<file path="src/rtl/atm_pkg.sv">
// rtl/atm_pkg.sv - shared types, error codes and denomination lookup for the ATM transaction controller
package atm_pkg;

  localparam int NUM_DENOMS = 6;

  // Encodings are exported on the debug state port, so keep them fixed.
  typedef enum logic [2:0] {
    ST_IDLE    = 3'd0,
    ST_SELECT  = 3'd1,
    ST_CONFIRM = 3'd2,
    ST_ISSUE   = 3'd3,
    ST_WAIT    = 3'd4,
    ST_CHECK   = 3'd5,
    ST_DONE    = 3'd6,
    ST_ERROR   = 3'd7
  } atm_state_e;

  typedef enum logic {
    MODE_DEP = 1'b0,
    MODE_WDR = 1'b1
  } atm_mode_e;

  localparam logic [1:0] ERR_NONE     = 2'd0;
  localparam logic [1:0] ERR_OVERFLOW = 2'd1;
  localparam logic [1:0] ERR_INSUFF   = 2'd2;
  localparam logic [1:0] ERR_INVALID  = 2'd3;

  // Dollar value of a selector index; invalid indices map to 0 and are never latched.
  function automatic logic [7:0] denom_value(input logic [2:0] idx);
    logic [7:0] val;
    case (idx)
      3'd0:    val = 8'd1;
      3'd1:    val = 8'd5;
      3'd2:    val = 8'd10;
      3'd3:    val = 8'd20;
      3'd4:    val = 8'd50;
      3'd5:    val = 8'd100;
      default: val = 8'd0;
    endcase
    return val;
  endfunction

  function automatic logic denom_valid(input logic [2:0] idx);
    return (int'(idx) < NUM_DENOMS);
  endfunction

endpackage

</file>
<file path="src/rtl/atm_txn_ctrl_if.sv">
// rtl/atm_txn_ctrl_if.sv - operator/counter bundle between the transaction controller and its environment
interface atm_txn_ctrl_if;

  logic       btn_deposit;
  logic       btn_withdraw;
  logic       btn_confirm;
  logic       btn_cancel;
  logic [2:0] denom_sel;
  logic [7:0] count;
  logic       led_overflow;
  logic       led_insufficient;

  logic       increment;
  logic       decrement;
  logic [7:0] amount;
  logic       busy;
  logic       txn_ok;
  logic       txn_err;
  logic [1:0] err_code;
  logic [2:0] state;

  // Controller side: consumes buttons and counter flags, drives strobes and status.
  modport master (
    input  btn_deposit, btn_withdraw, btn_confirm, btn_cancel,
    input  denom_sel, count, led_overflow, led_insufficient,
    output increment, decrement, amount, busy, txn_ok, txn_err, err_code, state
  );

  // Operator panel plus account counter side.
  modport slave (
    output btn_deposit, btn_withdraw, btn_confirm, btn_cancel,
    output denom_sel, count, led_overflow, led_insufficient,
    input  increment, decrement, amount, busy, txn_ok, txn_err, err_code, state
  );

endinterface

</file>
<file path="src/rtl/btn_sync_edge.sv">
// rtl/btn_sync_edge.sv - multi-flop synchroniser followed by a rising-edge detector
module btn_sync_edge #(
  parameter int SYNC_STAGES = 2
) (
  input  logic clk,
  input  logic reset,
  input  logic btn_i,
  output logic rise_o
);

  logic [SYNC_STAGES-1:0] sync_q;
  logic                   prev_q;

  // Shift the raw level through the synchroniser and remember the last synced value.
  always_ff @(posedge clk or negedge reset) begin
    if (!reset) begin
      sync_q <= '0;
      prev_q <= 1'b0;
    end else begin
      sync_q <= {sync_q[SYNC_STAGES-2:0], btn_i};
      prev_q <= sync_q[SYNC_STAGES-1];
    end
  end

  assign rise_o = sync_q[SYNC_STAGES-1] & ~prev_q;

endmodule

</file>
<file path="src/rtl/atm_txn_ctrl.sv">
// rtl/atm_txn_ctrl.sv - turns button edges into single increment/decrement strobes and reports the outcome
module atm_txn_ctrl
  import atm_pkg::*;
#(
  parameter int TIMEOUT_CYCLES = 1000,
  parameter int SYNC_STAGES    = 2
) (
  input  logic          clk,
  input  logic          reset,
  atm_txn_ctrl_if.master bus
);

  // Counter only has to reach TIMEOUT_CYCLES-1: the timeout fires on that cycle.
  localparam int         TW       = (TIMEOUT_CYCLES > 2) ? $clog2(TIMEOUT_CYCLES) : 1;
  localparam logic [TW-1:0] TMO_LAST = TW'(TIMEOUT_CYCLES - 1);

  logic dep_rise, wdr_rise, cfm_rise, cnl_rise;
  logic any_rise;
  logic timed_out;

  atm_state_e    state_q, state_d;
  atm_mode_e     mode_q, mode_d;
  logic [7:0]    amount_q, amount_d;
  logic [1:0]    err_q, err_d;
  logic [TW-1:0] tmo_q, tmo_d;

  // The decision is driven purely by the counter flags; the total is not needed here.
  logic unused_count;
  assign unused_count = ^bus.count;

  btn_sync_edge #(.SYNC_STAGES(SYNC_STAGES)) u_sync_dep (
    .clk(clk), .reset(reset), .btn_i(bus.btn_deposit), .rise_o(dep_rise)
  );
  btn_sync_edge #(.SYNC_STAGES(SYNC_STAGES)) u_sync_wdr (
    .clk(clk), .reset(reset), .btn_i(bus.btn_withdraw), .rise_o(wdr_rise)
  );
  btn_sync_edge #(.SYNC_STAGES(SYNC_STAGES)) u_sync_cfm (
    .clk(clk), .reset(reset), .btn_i(bus.btn_confirm), .rise_o(cfm_rise)
  );
  btn_sync_edge #(.SYNC_STAGES(SYNC_STAGES)) u_sync_cnl (
    .clk(clk), .reset(reset), .btn_i(bus.btn_cancel), .rise_o(cnl_rise)
  );

  assign any_rise  = dep_rise | wdr_rise | cfm_rise | cnl_rise;
  assign timed_out = (tmo_q == TMO_LAST) && !any_rise;

  // Register the FSM, the latched transaction context and the inactivity counter.
  always_ff @(posedge clk or negedge reset) begin
    if (!reset) begin
      state_q  <= ST_IDLE;
      mode_q   <= MODE_DEP;
      amount_q <= 8'd0;
      err_q    <= ERR_NONE;
      tmo_q    <= '0;
    end else begin
      state_q  <= state_d;
      mode_q   <= mode_d;
      amount_q <= amount_d;
      err_q    <= err_d;
      tmo_q    <= tmo_d;
    end
  end

  // Next-state logic; cancel always wins over confirm, and edges outside IDLE/SELECT/CONFIRM are dropped.
  always_comb begin
    state_d  = state_q;
    mode_d   = mode_q;
    amount_d = amount_q;
    err_d    = err_q;

    case (state_q)
      ST_IDLE: begin
        // Exactly one mode edge is accepted; both together are ambiguous and ignored.
        if (dep_rise ^ wdr_rise) begin
          state_d = ST_SELECT;
          mode_d  = dep_rise ? MODE_DEP : MODE_WDR;
          err_d   = ERR_NONE;
        end
      end
      ST_SELECT: begin
        if (cnl_rise) begin
          state_d = ST_IDLE;
        end else if (cfm_rise) begin
          if (denom_valid(bus.denom_sel)) begin
            amount_d = denom_value(bus.denom_sel);
            state_d  = ST_CONFIRM;
          end else begin
            err_d   = ERR_INVALID;
            state_d = ST_ERROR;
          end
        end else if (timed_out) begin
          err_d   = ERR_INVALID;
          state_d = ST_ERROR;
        end
      end
      ST_CONFIRM: begin
        if (cnl_rise) begin
          state_d = ST_IDLE;
        end else if (cfm_rise) begin
          state_d = ST_ISSUE;
        end else if (timed_out) begin
          err_d   = ERR_INVALID;
          state_d = ST_ERROR;
        end
      end
      ST_ISSUE: state_d = ST_WAIT;
      ST_WAIT:  state_d = ST_CHECK;
      ST_CHECK: begin
        if (mode_q == MODE_DEP) begin
          if (bus.led_overflow) begin
            err_d   = ERR_OVERFLOW;
            state_d = ST_ERROR;
          end else begin
            state_d = ST_DONE;
          end
        end else begin
          if (bus.led_insufficient) begin
            err_d   = ERR_INSUFF;
            state_d = ST_ERROR;
          end else begin
            state_d = ST_DONE;
          end
        end
      end
      ST_DONE:  state_d = ST_IDLE;
      ST_ERROR: state_d = ST_IDLE;
      default:  state_d = ST_IDLE;
    endcase
  end

  // Inactivity counter: restarts on any state change or button edge, only runs while awaiting input.
  always_comb begin
    tmo_d = '0;
    if ((state_d == state_q) && !any_rise &&
        ((state_q == ST_SELECT) || (state_q == ST_CONFIRM))) begin
      tmo_d = tmo_q + TW'(1);
    end
  end

  // Outputs decode straight from registered state so reset clears them immediately.
  assign bus.increment = (state_q == ST_ISSUE) && (mode_q == MODE_DEP);
  assign bus.decrement = (state_q == ST_ISSUE) && (mode_q == MODE_WDR);
  assign bus.amount    = amount_q;
  assign bus.busy      = (state_q != ST_IDLE);
  assign bus.txn_ok    = (state_q == ST_DONE);
  assign bus.txn_err   = (state_q == ST_ERROR);
  assign bus.err_code  = err_q;
  assign bus.state     = state_q;

endmodule

</file>
<file path="src/flat_wrapper.sv">
// flat-port wrapper written by rule: the top's interface ports become plain ports
module atm_txn_ctrl_flat import atm_pkg::*;
#(
  parameter int TIMEOUT_CYCLES = 1000,
  parameter int SYNC_STAGES    = 2
)
  (clk, reset, bus_btn_deposit, bus_btn_withdraw, bus_btn_confirm, bus_btn_cancel, bus_denom_sel, bus_count, bus_led_overflow, bus_led_insufficient, bus_increment, bus_decrement, bus_amount, bus_busy, bus_txn_ok, bus_txn_err, bus_err_code, bus_state);
  atm_txn_ctrl_if bus_i ();
  input  logic clk;
  input  logic reset;
  input wire logic [$bits(bus_i.btn_deposit)-1:0] bus_btn_deposit;
  input wire logic [$bits(bus_i.btn_withdraw)-1:0] bus_btn_withdraw;
  input wire logic [$bits(bus_i.btn_confirm)-1:0] bus_btn_confirm;
  input wire logic [$bits(bus_i.btn_cancel)-1:0] bus_btn_cancel;
  input wire logic [$bits(bus_i.denom_sel)-1:0] bus_denom_sel;
  input wire logic [$bits(bus_i.count)-1:0] bus_count;
  input wire logic [$bits(bus_i.led_overflow)-1:0] bus_led_overflow;
  input wire logic [$bits(bus_i.led_insufficient)-1:0] bus_led_insufficient;
  output wire logic [$bits(bus_i.increment)-1:0] bus_increment;
  output wire logic [$bits(bus_i.decrement)-1:0] bus_decrement;
  output wire logic [$bits(bus_i.amount)-1:0] bus_amount;
  output wire logic [$bits(bus_i.busy)-1:0] bus_busy;
  output wire logic [$bits(bus_i.txn_ok)-1:0] bus_txn_ok;
  output wire logic [$bits(bus_i.txn_err)-1:0] bus_txn_err;
  output wire logic [$bits(bus_i.err_code)-1:0] bus_err_code;
  output wire logic [$bits(bus_i.state)-1:0] bus_state;
  assign bus_i.btn_deposit = bus_btn_deposit;
  assign bus_i.btn_withdraw = bus_btn_withdraw;
  assign bus_i.btn_confirm = bus_btn_confirm;
  assign bus_i.btn_cancel = bus_btn_cancel;
  assign bus_i.denom_sel = bus_denom_sel;
  assign bus_i.count = bus_count;
  assign bus_i.led_overflow = bus_led_overflow;
  assign bus_i.led_insufficient = bus_led_insufficient;
  assign bus_increment = bus_i.increment;
  assign bus_decrement = bus_i.decrement;
  assign bus_amount = bus_i.amount;
  assign bus_busy = bus_i.busy;
  assign bus_txn_ok = bus_i.txn_ok;
  assign bus_txn_err = bus_i.txn_err;
  assign bus_err_code = bus_i.err_code;
  assign bus_state = bus_i.state;
  atm_txn_ctrl #(.TIMEOUT_CYCLES(TIMEOUT_CYCLES), .SYNC_STAGES(SYNC_STAGES)) u_core (.clk(clk), .reset(reset), .bus(bus_i));
endmodule
</file>
<file path="config.mk">
export PLATFORM = sky130hd
export DESIGN_NAME = atm_txn_ctrl_flat
export DESIGN_NICKNAME = d
export VERILOG_FILES = /design/src/rtl/atm_pkg.sv /design/src/rtl/atm_txn_ctrl_if.sv /design/src/rtl/btn_sync_edge.sv /design/src/rtl/atm_txn_ctrl.sv /design/src/flat_wrapper.sv
export SDC_FILE = /design/constraint.sdc
export NUM_CORES = 1
export LEC_CHECK = 0
export ABC_AREA = 1
export CORE_MARGIN = 2
export CORE_UTILIZATION = 30
export CTS_CLUSTER_DIAMETER = 200
export DETAILED_ROUTE_END_ITERATION = 8
export PLACE_DENSITY = 0.59
export SYNTH_ARGS = -nofsm -noshare
export SYNTH_HDL_FRONTEND = slang
export SYNTH_HIERARCHICAL = 1
export SYNTH_SLANG_ARGS = --single-unit
</file>
<file path="constraint.sdc">
create_clock -name clk -period 2.3 [get_ports clk]
set_clock_uncertainty 0.2 [all_clocks]
set_input_delay 0.345 -clock clk [delete_from_list [all_inputs] [get_ports clk]]
set_output_delay 0.345 -clock clk [all_outputs]
set_load 0.02 [all_outputs]
</file>
# Yosys cells after proc, flatten, opt, wreduce, memory -nomap -nowiden
# Index checks and enable logic that the tools add are counted.
[word_totals]
regBits = 36
input_bits = 19
output_inout_bits = 18
[op_classes]
add_sub_neg = 1
magnitude_cmp = 1
n_eq_ne = 21
n_mux = 25
bitwise = 14
reduce_logical = 15
[ops]
columns = ["op", "count"]
rows = [
  ["one-hot mux 7 bit (6 select lines)", 1],
  ["2-to-1 mux 3 bit", 8],
  ["one-hot mux 3 bit (7 select lines)", 1],
  ["2-to-1 mux 2 bit", 10],
  ["equality test 3 bit, second input constant", 6],
  ["equality test 3 x 2 -> 1 bit, second input constant", 4],
  ["adder 10 x 1 -> 10 bit, second input constant", 1],
  ["equality test 10 bit, second input constant", 1],
  ["2-to-1 mux 10 bit", 1],
  ["one-hot mux 2 bit (4 select lines)", 1],
  ["AND reduction 8 bit", 1],
  ["equality test 3 x 1 -> 1 bit, second input constant", 2],
  ["logical NOT 3 bit", 2],
  ["!= test 2 bit, second input constant", 3],
  ["!= test 3 bit, second input constant", 2],
  ["NOT 1 bit", 6],
  ["logical AND 1 bit", 5],
  ["bitwise AND 1 bit", 4],
  ["AND reduction 4 bit", 1],
  ["nonzero test 4 bit", 1],
  ["equality test 3 bit", 1],
  ["< comparator 3 bit, second input constant", 1],
  ["2-to-1 mux 1 bit", 3],
  ["!= test 3 x 2 -> 1 bit, second input constant", 1],
  ["8 further kinds", 10],
]

# Logic depth before layout (Yosys ltp)
# Gate-level depths: netlist of run 1.
[depth]
depth_word = 15
mapped_depth = 13
mapped_depth_nobuf = 13

# By module
# Netlist of run 1, hierarchy kept.
[modules_own_cells]
columns = ["mod", "instances", "cells_each", "area_per_inst_um2", "seq_area_each_um2"]
rows = [
  ["atm_txn_ctrl", 1, 174, 1338.8, 575.6],
  ["btn_sync_edge", 4, 5, 85.1, 75.1],
]

# Worst setup path after synthesis of run 1
# No wires, ideal clock.
[synth_timing]
path_type = "register to output"
from = "reg u_core.state_q[2] (netlist: u_core/bus.state[2])"
to = "out bus_txn_ok"
arrival_time_ns = 1.193
t_required_ns = 1.755
setup_slack_ns = 0.562
path_stages_with_launch = 4
cell_sequence = "dfrtp_1 -> buf_4 -> inv_1 -> nor3_1"
[synth_between]
elab_chain_cells = 1
[synth_lines]
columns = ["element", "line", "source"]
rows = [
  ["start: declaration", "atm_txn_ctrl.sv:21", "atm_state_e state_q, state_d;"],
  ["start signal: assignment", "atm_txn_ctrl.sv:56", "state_q <= state_d;"],
  ["equality test 3 bit", "atm_txn_ctrl.sv:145", "assign bus.txn_ok = (state_q == ST_DONE);"],
  ["end: declaration", "flat_wrapper.sv:23", "output wire logic [$bits(bus_i.txn_ok)-1:0] bus_txn_ok;"],
]
# No other way between the ends.

# Worst setup path in the final report of run 1
[layout_timing]
from = "reg u_core.state_q[1] (netlist: u_core/bus.state[1])"
to = "out bus_txn_ok"
# Same word-level chain as after synthesis.

==> out/results.ini, run 1 <==
[outcome]
outcome = completed

[detailed_routing]
vias = 1330
post_drt_wl_per_cell_um = 10.4
routed_wirelength_mm = 3.13
viasPerCell = 4.42
firstDrtPassIters = 4
ant_nets = 0
drt_iter0_drc = 68
drc = 0

[timing]
finalMaxSlewViolations = 0
finalHoldViolCount = 0
setup_tns_ps = 0
finalCriticalPeriod_ps = 2150
rsz0062_at_grt = no
period_share = 0.933
setup_viol = 0
clock.fmax_mhz = 466

[worst_setup_path]
rrSetupSlack_ps = 400
rr_endpoint = u_core/tmo_q[0]
r2r_cells = 13
cp_data_arrival_time_ps = 1600
end_kind = primary output
worst-setup-path-type = register to primary output
cp-start-kind = register
critPathMaxFanout = 6
required_ps = 1750
r2r_start = u_core/u_sync_dep/sync_q[1]

[placed_design]
globalplace.congestion = 0.760
detailed_place_hpwl_mm = 2.30
port_buffers = 27
dp.cells = 293
placed_area_um2 = 2040

[floorplanning]
fp-row-count = 27
pin_count = 37
die_x_um = 78.8
die_h_um = 78.8
core-area_um2 = 5440
die_area_um2 = 6210
start_util = 0.309

[pwr]
vdd_drop_max_uv = 471
power.leakage_nw = 1.00
power_density_nw_per_um2 = 1080

[layout]
syn2layout_area_growth_pct = 29.1
fin_cells = 301
stdcell_area_um2 = 2170
fin_nets = 249
drive_above_1_share = 0.175
final_common_cell = nand2_1
insertedDiodeCount = 0
mostFrequentLayoutCells = 39 x nand2_1, 33 x dfrtp_1, 28 x nor2_1

[yosys]
syn-num-nets = 215
ys_ff_latch = 35
ys_seq_area_frac = 0.522
synthDistinctLibCells = 26
synthCells = 194
mappedNetlistArea_um2 = 1680
synth_edf_count = 0
yosys_warnings = 6
avgSynthCellArea_um2 = 8.66
synth_ff_type = dfrtp_1
synthArstFlopShare = 1.00

[clock_tree]
cts_setup_buffers = 0
cts_tree = built
insertion_delay_ps = 280
post_cts_resized = 2
max-clock-path-buffers = 2
holdBufCountCts = 0
cts_buffers = 5
ctsRootBufferMaster = clkbuf_8
htree_num_levels = 2
cts.sinks = 35
cts.clk_slew.worst_paths_ps = 70

[worst_hold_path]
min_to = u_core/u_sync_dep/sync_q[1]
hold_class = register to register
hold_depth = 0
worstHoldStart = u_core/u_sync_dep/sync_q[0]

[job]
drv_cap = 0

[global_route]
grt_pass1_vias = 1241
antenna_found_initial = 0
globalRoute.totalOverflow = 0
grt_pass1_wl_mm = 5.44
grt_max_degree = 36
grt_usage = 0.111

## cell type report
class / count / area [um2]
Clock buffer: 6 / 82.6
Fill cell: 554 / 3270
Sequential cell: 35 / 878
Timing Repair Buffer: 29 / 293
Multi-Input combinational cell: 134 / 702
Tap cell: 72 / 90.1
Clock inverter: 2 / 35.0
Inverter: 23 / 86.3
## per-layer routing
| metal | vias to the layer above | track usage | share of wire |
|---|---|---|---|
| met5 | - | 0 | 0 |
| met4 | 0 | 0.0431 | 0.0093 |
| met3 | 2 | 0.0318 | 0.050 |
| met2 | 28 | 0.166 | 0.46 |
| met1 | 624 | 0.153 | 0.48 |
| li1 | 676 | - | - |
## power by group
| part | switching (mW) | total (mW) | internal, mW |
|---|---|---|---|
| logic | 0.557 | 0.955 | 0.397 |
| registers | 0.0962 | 0.828 | 0.732 |
| clock network | 0.212 | 0.563 | 0.351 |
## per-stage QoR
step	hold slack, ps	util	total power, mW	setup slack [ps]
global route	154	0.398	2.53	24.2
detailed placement	136	0.375	1.80	230
CTS	149	0.397	2.38	33.7
floorplan	-151	-	1.44	562
global placement	132	0.375	1.79	230
finish	147	0.398	2.35	153
## synth_stat cells (3+ instances only)
library cell  number  share of area
o21bai_1           3          0.013
nor2_1            28          0.063
nand3_1           10          0.030
nor3_1             5          0.015
inv_1             17          0.038
dfrtp_1           35           0.52
nor2_2            10          0.037
o21ai_0            4          0.012
a21oi_1            7          0.021
xor2_1             6          0.031
nand2_2            7          0.026
nand2_1           39          0.087
inv_2              6          0.013
## kinds of logic (layout without fill, tap and decap cells)
group,Yosys count,after routing,synth area share
buf+inv,25,60,0.0604
compound gates,16,16,0.0544
fa+ha+maj,2,2,0.0149
xor+xnor,8,8,0.0417
flops,35,35,0.522
other cells,1,1,0.00223
simple gates,107,107,0.305
## worst max-delay path: stages (launching register included)
cell and delay (ps):
dfrtp_2 430, inv_2 90, nor3_1 170, clkdlybuf4s50_1 620
## worst max-delay path by stage
| stage | from | endpoint | slack, ps | cells past startpoint |
|---|---|---|---|---|
| after floorplan | u_core/bus.state[2] | bus_txn_ok | 560 | 3 |
| after global placement | bus_denom_sel[2] | u_core/tmo_q[0] | 230 | 10 |
| after detailed placement | bus_denom_sel[2] | u_core/tmo_q[3] | 230 | 10 |
| after CTS | u_core/bus.state[1] | bus_busy | 30 | 5 |
| after global routing | u_core/bus.state[1] | bus_txn_ok | 20 | 3 |
| final | u_core/bus.state[1] | bus_txn_ok | 150 | 3 |
## state kept, by name (all words and copies together) (netlist names), 2 cells and up
| signal | count |
|---|---|
| u_core/u_sync_wdr/sync_q | 2 |
| u_core/tmo_q | 10 |
| u_core/bus.amount | 7 |
| u_core/bus.err_code | 2 |
| u_core/bus.state | 3 |
| u_core/u_sync_cfm/sync_q | 2 |
| u_core/u_sync_dep/sync_q | 2 |
| u_core/u_sync_cnl/sync_q | 2 |
Power figures use the tool's default switching activity.
==> inputs of run 2 (changes only) <==
SETUP_SLACK_MARGIN = 0.05   (was not set)
==> run 2 against run 1 <==
Sequential power barely moved. Global-route usage did not move. Count of clock-buffer cells in the layout did not move.
==> out/results.ini, run 2 (synthesis results as in run 1) <==
[outcome]
outcome = completed

[detailed_routing]
ant_nets = 0
viasPerCell = 4.41
vias = 1328
post_drt_wl_per_cell_um = 10.4
drc = 0
routed_wirelength_mm = 3.13
firstDrtPassIters = 4
drt_iter0_drc = 70

[layout]
stdcell_area_um2 = 2170
insertedDiodeCount = 0
drive_above_1_share = 0.175
mostFrequentLayoutCells = 39 x nand2_1, 33 x dfrtp_1, 28 x nor2_1
fin_cells = 301
largest_reg_flops = 10
fin_nets = 249
syn2layout_area_growth_pct = 29.0
top_register = u_core/tmo_q
final_common_cell = nand2_1

[clock_tree]
cts.clk_slew.worst_paths_ps = 70
holdBufCountCts = 0
ctsRootBufferMaster = clkbuf_8
htree_num_levels = 2
cts_buffers = 5
max-clock-path-buffers = 2
cts.sinks = 35
insertion_delay_ps = 280
cts_tree = built

[floorplanning]
fp-row-count = 27
pin_count = 37
start_util = 0.309
die_h_um = 78.8
die_area_um2 = 6210
core-area_um2 = 5440
die_x_um = 78.8

[placed_design]
placed_area_um2 = 2040
dp.cells = 293
port_buffers = 27
globalplace.congestion = 0.760
detailed_place_hpwl_mm = 2.30

[worst_setup_path]
rrSetupSlack_ps = 400
crit_family = buffers and inverters
cp-start-kind = register
slowest_stage = clkdlybuf4s50_1
required_ps = 1750
worst-setup-path-type = register to primary output
cp_data_arrival_time_ps = 1530
end_kind = primary output
slowest_delay_ps = 600
critPathMaxFanout = 7
path_buf_inv = 2
path_cells = inv_1 -> nor2_1 -> clkdlybuf4s50_1

[global_route]
grt_max_degree = 36
antenna_found_initial = 0
grt_pass1_vias = 1241
grt_pass1_wl_mm = 5.44
grt_usage = 0.111
globalRoute.totalOverflow = 0

[job]
drv_cap = 0

[timing]
rsz0062_at_grt = no
setup_tns_ps = 0
setup_viol = 0
finalCriticalPeriod_ps = 2080
clock.fmax_mhz = 482
finalHoldViolCount = 0
finalMaxSlewViolations = 0
period_share = 0.903

[worst_hold_path]
hold_class = register to register

[pwr]
power.leakage_nw = 1.01
power_density_nw_per_um2 = 1080
vdd_drop_max_uv = 471

==> run 2: timing repair <==
action / 4_1_cts / 5_1_grt
resized for setup: 3 / 3
hold endpoints to repair: 0 / 0
buffers inserted: 0 / 0
endpoints found under the setup margin: 3 / 3
==> run 2: where the power goes <==
group | internal (mW) | total [mW] | switching (mW)
Combinational | 0.391 | 0.949 | 0.558
Clock | 0.351 | 0.563 | 0.212
Sequential | 0.732 | 0.828 | 0.0963
Total | 1.47 | 2.34 | 0.866
==> run 2: routing by layer <==
layer / track usage / vias to the layer above / wire [um]
met2: 0.166 / 29 / 1430
met5: 0 / - / 0
li1: - / 676 / -
met1: 0.153 / 621 / 1520
met4: 0.0431 / 0 / 29
met3: 0.0318 / 2 / 154
==> run 2: layout make-up <==
cell class                 count  area (um2)
fill                         553        3270
sequential                    35         878
multi-input combinational    134         702
timing repair buffer          29         292
tap                           72        90.1
inverter                      23        86.3
clock buffer                   6        82.6
clock inverter                 2        35.0
==> run 2: per-stage QoR <==
step                power (mW)  utilization  hold WS, ps  worst slack, ps
global route              2.53        0.398          154              122
global placement          1.79        0.375          132              230
CTS                       2.37        0.397          149             50.5
detailed placement        1.80        0.375          136              230
floorplan                 1.44            -         -151              562
finish                    2.34        0.398          147              224
==> run 2: worst paths after layout <==
path	end	from	depth (start not counted)
max	bus_txn_err	u_core/bus.state[2]	3
min	u_core/u_sync_dep/sync_q[1]	u_core/u_sync_dep/sync_q[0]	0
max reg2reg	u_core/tmo_q[0]	u_core/u_sync_dep/sync_q[1]	13
min reg2reg	u_core/u_sync_dep/sync_q[1]	u_core/u_sync_dep/sync_q[0]	0
max in group asynchronous	u_core/bus.state[0]	reset	2
min in group asynchronous	u_core/bus.amount[1]	reset	2
==> inputs of run 3 (changes only) <==
CORE_ASPECT_RATIO = 1.2   (was not set)
==> run 3 against run 2 <==
Sequential power down 2%. Largest power group unchanged. Global-route usage up 0.88 points. First-iteration DRC count down 2.9%. Sequential cell count unchanged. Critical endpoint unchanged. Clock power down 15%. Die area about the same. Via count up 0.38%. Wire length up 3.0%.
==> out/results.ini, run 3 (synthesis results as in run 1) <==
[pwr]
finalPower_mw = 2.28
power.leakage_nw = 0.997
seqPwrFrac = 0.357
combPwrFrac = 0.433
pwr-share-clk = 0.210
intPower_mw = 1.42
switchingPower_mw = 0.859
swShare = 0.377
power_density_nw_per_um2 = 1050
vdd_drop_max_uv = 474

[clock_tree]
cts_setup_buffers = 0
insertion_delay_ps = 280
max-clock-path-buffers = 2
ctsRootBufferMaster = clkbuf_8
cts_buffers = 5
htree_num_levels = 2
cts_tree = built
cts.sinks = 35
holdBufCountCts = 0
cts.clk_slew.worst_paths_ps = 70

[detailed_routing]
firstDrtPassIters = 6
top_layer = met4
drt-met1-wl_mm = 1.38
viasPerCell = 4.52
wl_met2_mm = 1.64
post_drt_wl_per_cell_um = 10.9
routed_wirelength_mm = 3.23
ant_nets = 0
drt_iter0_drc = 68
wl_met3_um = 120
vias = 1333
drc = 0

[global_route]
grt_max_degree = 36
antenna_found_initial = 0
grt_pass1_vias = 1310
grt_usage = 0.120
globalRoute.totalOverflow = 0
grt_pass1_wl_mm = 5.75

[layout]
stdcell_area_um2 = 2160
final_common_cell = nand2_1
syn2layout_area_growth_pct = 28.5
mostFrequentLayoutCells = 39 x nand2_1, 34 x dfrtp_1, 28 x nor2_1
top_register = u_core/tmo_q
drive_above_1_share = 0.180
largest_reg_flops = 10
fin_nets = 253
insertedDiodeCount = 0

[timing]
holdWs_ps = 151
finalCriticalPeriod_ps = 2050
setup_tns_ps = 0
period_share = 0.890
rsz0062_at_grt = no
finalHoldViolCount = 0
setup_viol = 0
clock.fmax_mhz = 489
finalMaxSlewViolations = 0

[worst_hold_path]
hold_class = register to register

[worst_setup_path]
required_ps = 1750
cp_data_arrival_time_ps = 1500
rrSetupSlack_ps = 430
end_kind = primary output
worst-setup-path-type = register to primary output
critPathMaxFanout = 5
crit_end = bus_txn_err
rr_endpoint = u_core/tmo_q[1]
r2r_cells = 13
r2r_start = u_core/u_sync_dep/sync_q[1]
cp-start-kind = register
crit_path_start = u_core/bus.state[2]

[floorplanning]
die_h_um = 86.0
die_x_um = 72.3
start_util = 0.315
die_area_um2 = 6210
pin_count = 37
core-area_um2 = 5330
fp-row-count = 29

[job]
drv_cap = 0

[placed_design]
placed_area_um2 = 2060
port_buffers = 27
globalplace.congestion = 0.830
detailed_place_hpwl_mm = 2.43

[outcome]
outcome = completed

## run 3: cell count changes in the layout (fill, tap and decap cells not counted)
| cell | delta |
|---|---|
| clkbuf_1 | +1 |
| dlymetal6s2s_1 | -2 |
| buf_4 | +4 |
| bufinv_16 | -1 |
| dfrtp_2 | -1 |
| clkbuf_8 | +1 |
| dlygate4sd2_1 | +2 |
| dfrtp_1 | +1 |
| clkinv_2 | -1 |
## run 3: timing repair
item	4_1_cts	5_1_grt
endpoints found under the setup margin	3	1
hold endpoints to repair	0	0
pin swaps	0	0
resized for setup	4	1
## run 3: worst min path at each step
stage / start / to / slack, ps / cells after the start
detailed placement: u_core/u_sync_dep/sync_q[0] / u_core/u_sync_dep/sync_q[1] / 140 / 0
global route: u_core/u_sync_dep/sync_q[0] / u_core/u_sync_dep/sync_q[1] / 160 / 0
global placement: u_core/u_sync_wdr/sync_q[0] / u_core/u_sync_wdr/sync_q[1] / 140 / 0
CTS: u_core/u_sync_dep/sync_q[0] / u_core/u_sync_dep/sync_q[1] / 150 / 0
floorplan: reset / u_core/bus.amount[0] / -150 / 0
finish: u_core/u_sync_cfm/sync_q[0] / u_core/u_sync_cfm/sync_q[1] / 150 / 0
## run 3: worst max-delay path: stages, from the launching register on
cell	delay, ps
dfrtp_1	410
inv_1	90
nor2_1	110
clkdlybuf4s50_1	600
## run 3: layer usage
layer | up-vias | global-route usage
met2 | 29 | 0.198
li1 | 677 | -
met4 | 0 | 0.0686
met3 | 7 | 0.0317
met5 | - | 0
met1 | 620 | 0.138
## run 3: final cells by class
class | instances | area (um2)
Timing Repair Buffer | 33 | 314
Inverter | 23 | 86.3
Multi-Input combinational cell | 134 | 702
Sequential cell | 35 | 877
Clock buffer | 8 | 100
Fill cell | 540 | 3180
Tap cell | 62 | 77.6
## run 3: power by group through the flow
| stage | combinational [mW] | clock [mW] | sequential [mW] |
|---|---|---|---|
| finish | 0.985 | 0.479 | 0.811 |
| detailed placement | 1.00 | 0 | 0.824 |
| global placement | 0.995 | 0 | 0.824 |
| global route | 1.09 | 0.524 | 0.832 |
| floorplan | 0.515 | 0 | 0.925 |
| CTS | 0.996 | 0.506 | 0.815 |
## run 3: stage by stage
stage	utilization	setup slack, ps	cells
2_1_floorplan	-	562	194
5_1_grt	0.404	117	295
3_3_place_gp	0.386	240	287
3_5_place_dp	0.386	228	287
4_1_cts	0.404	119	295
6_report	0.404	254	295
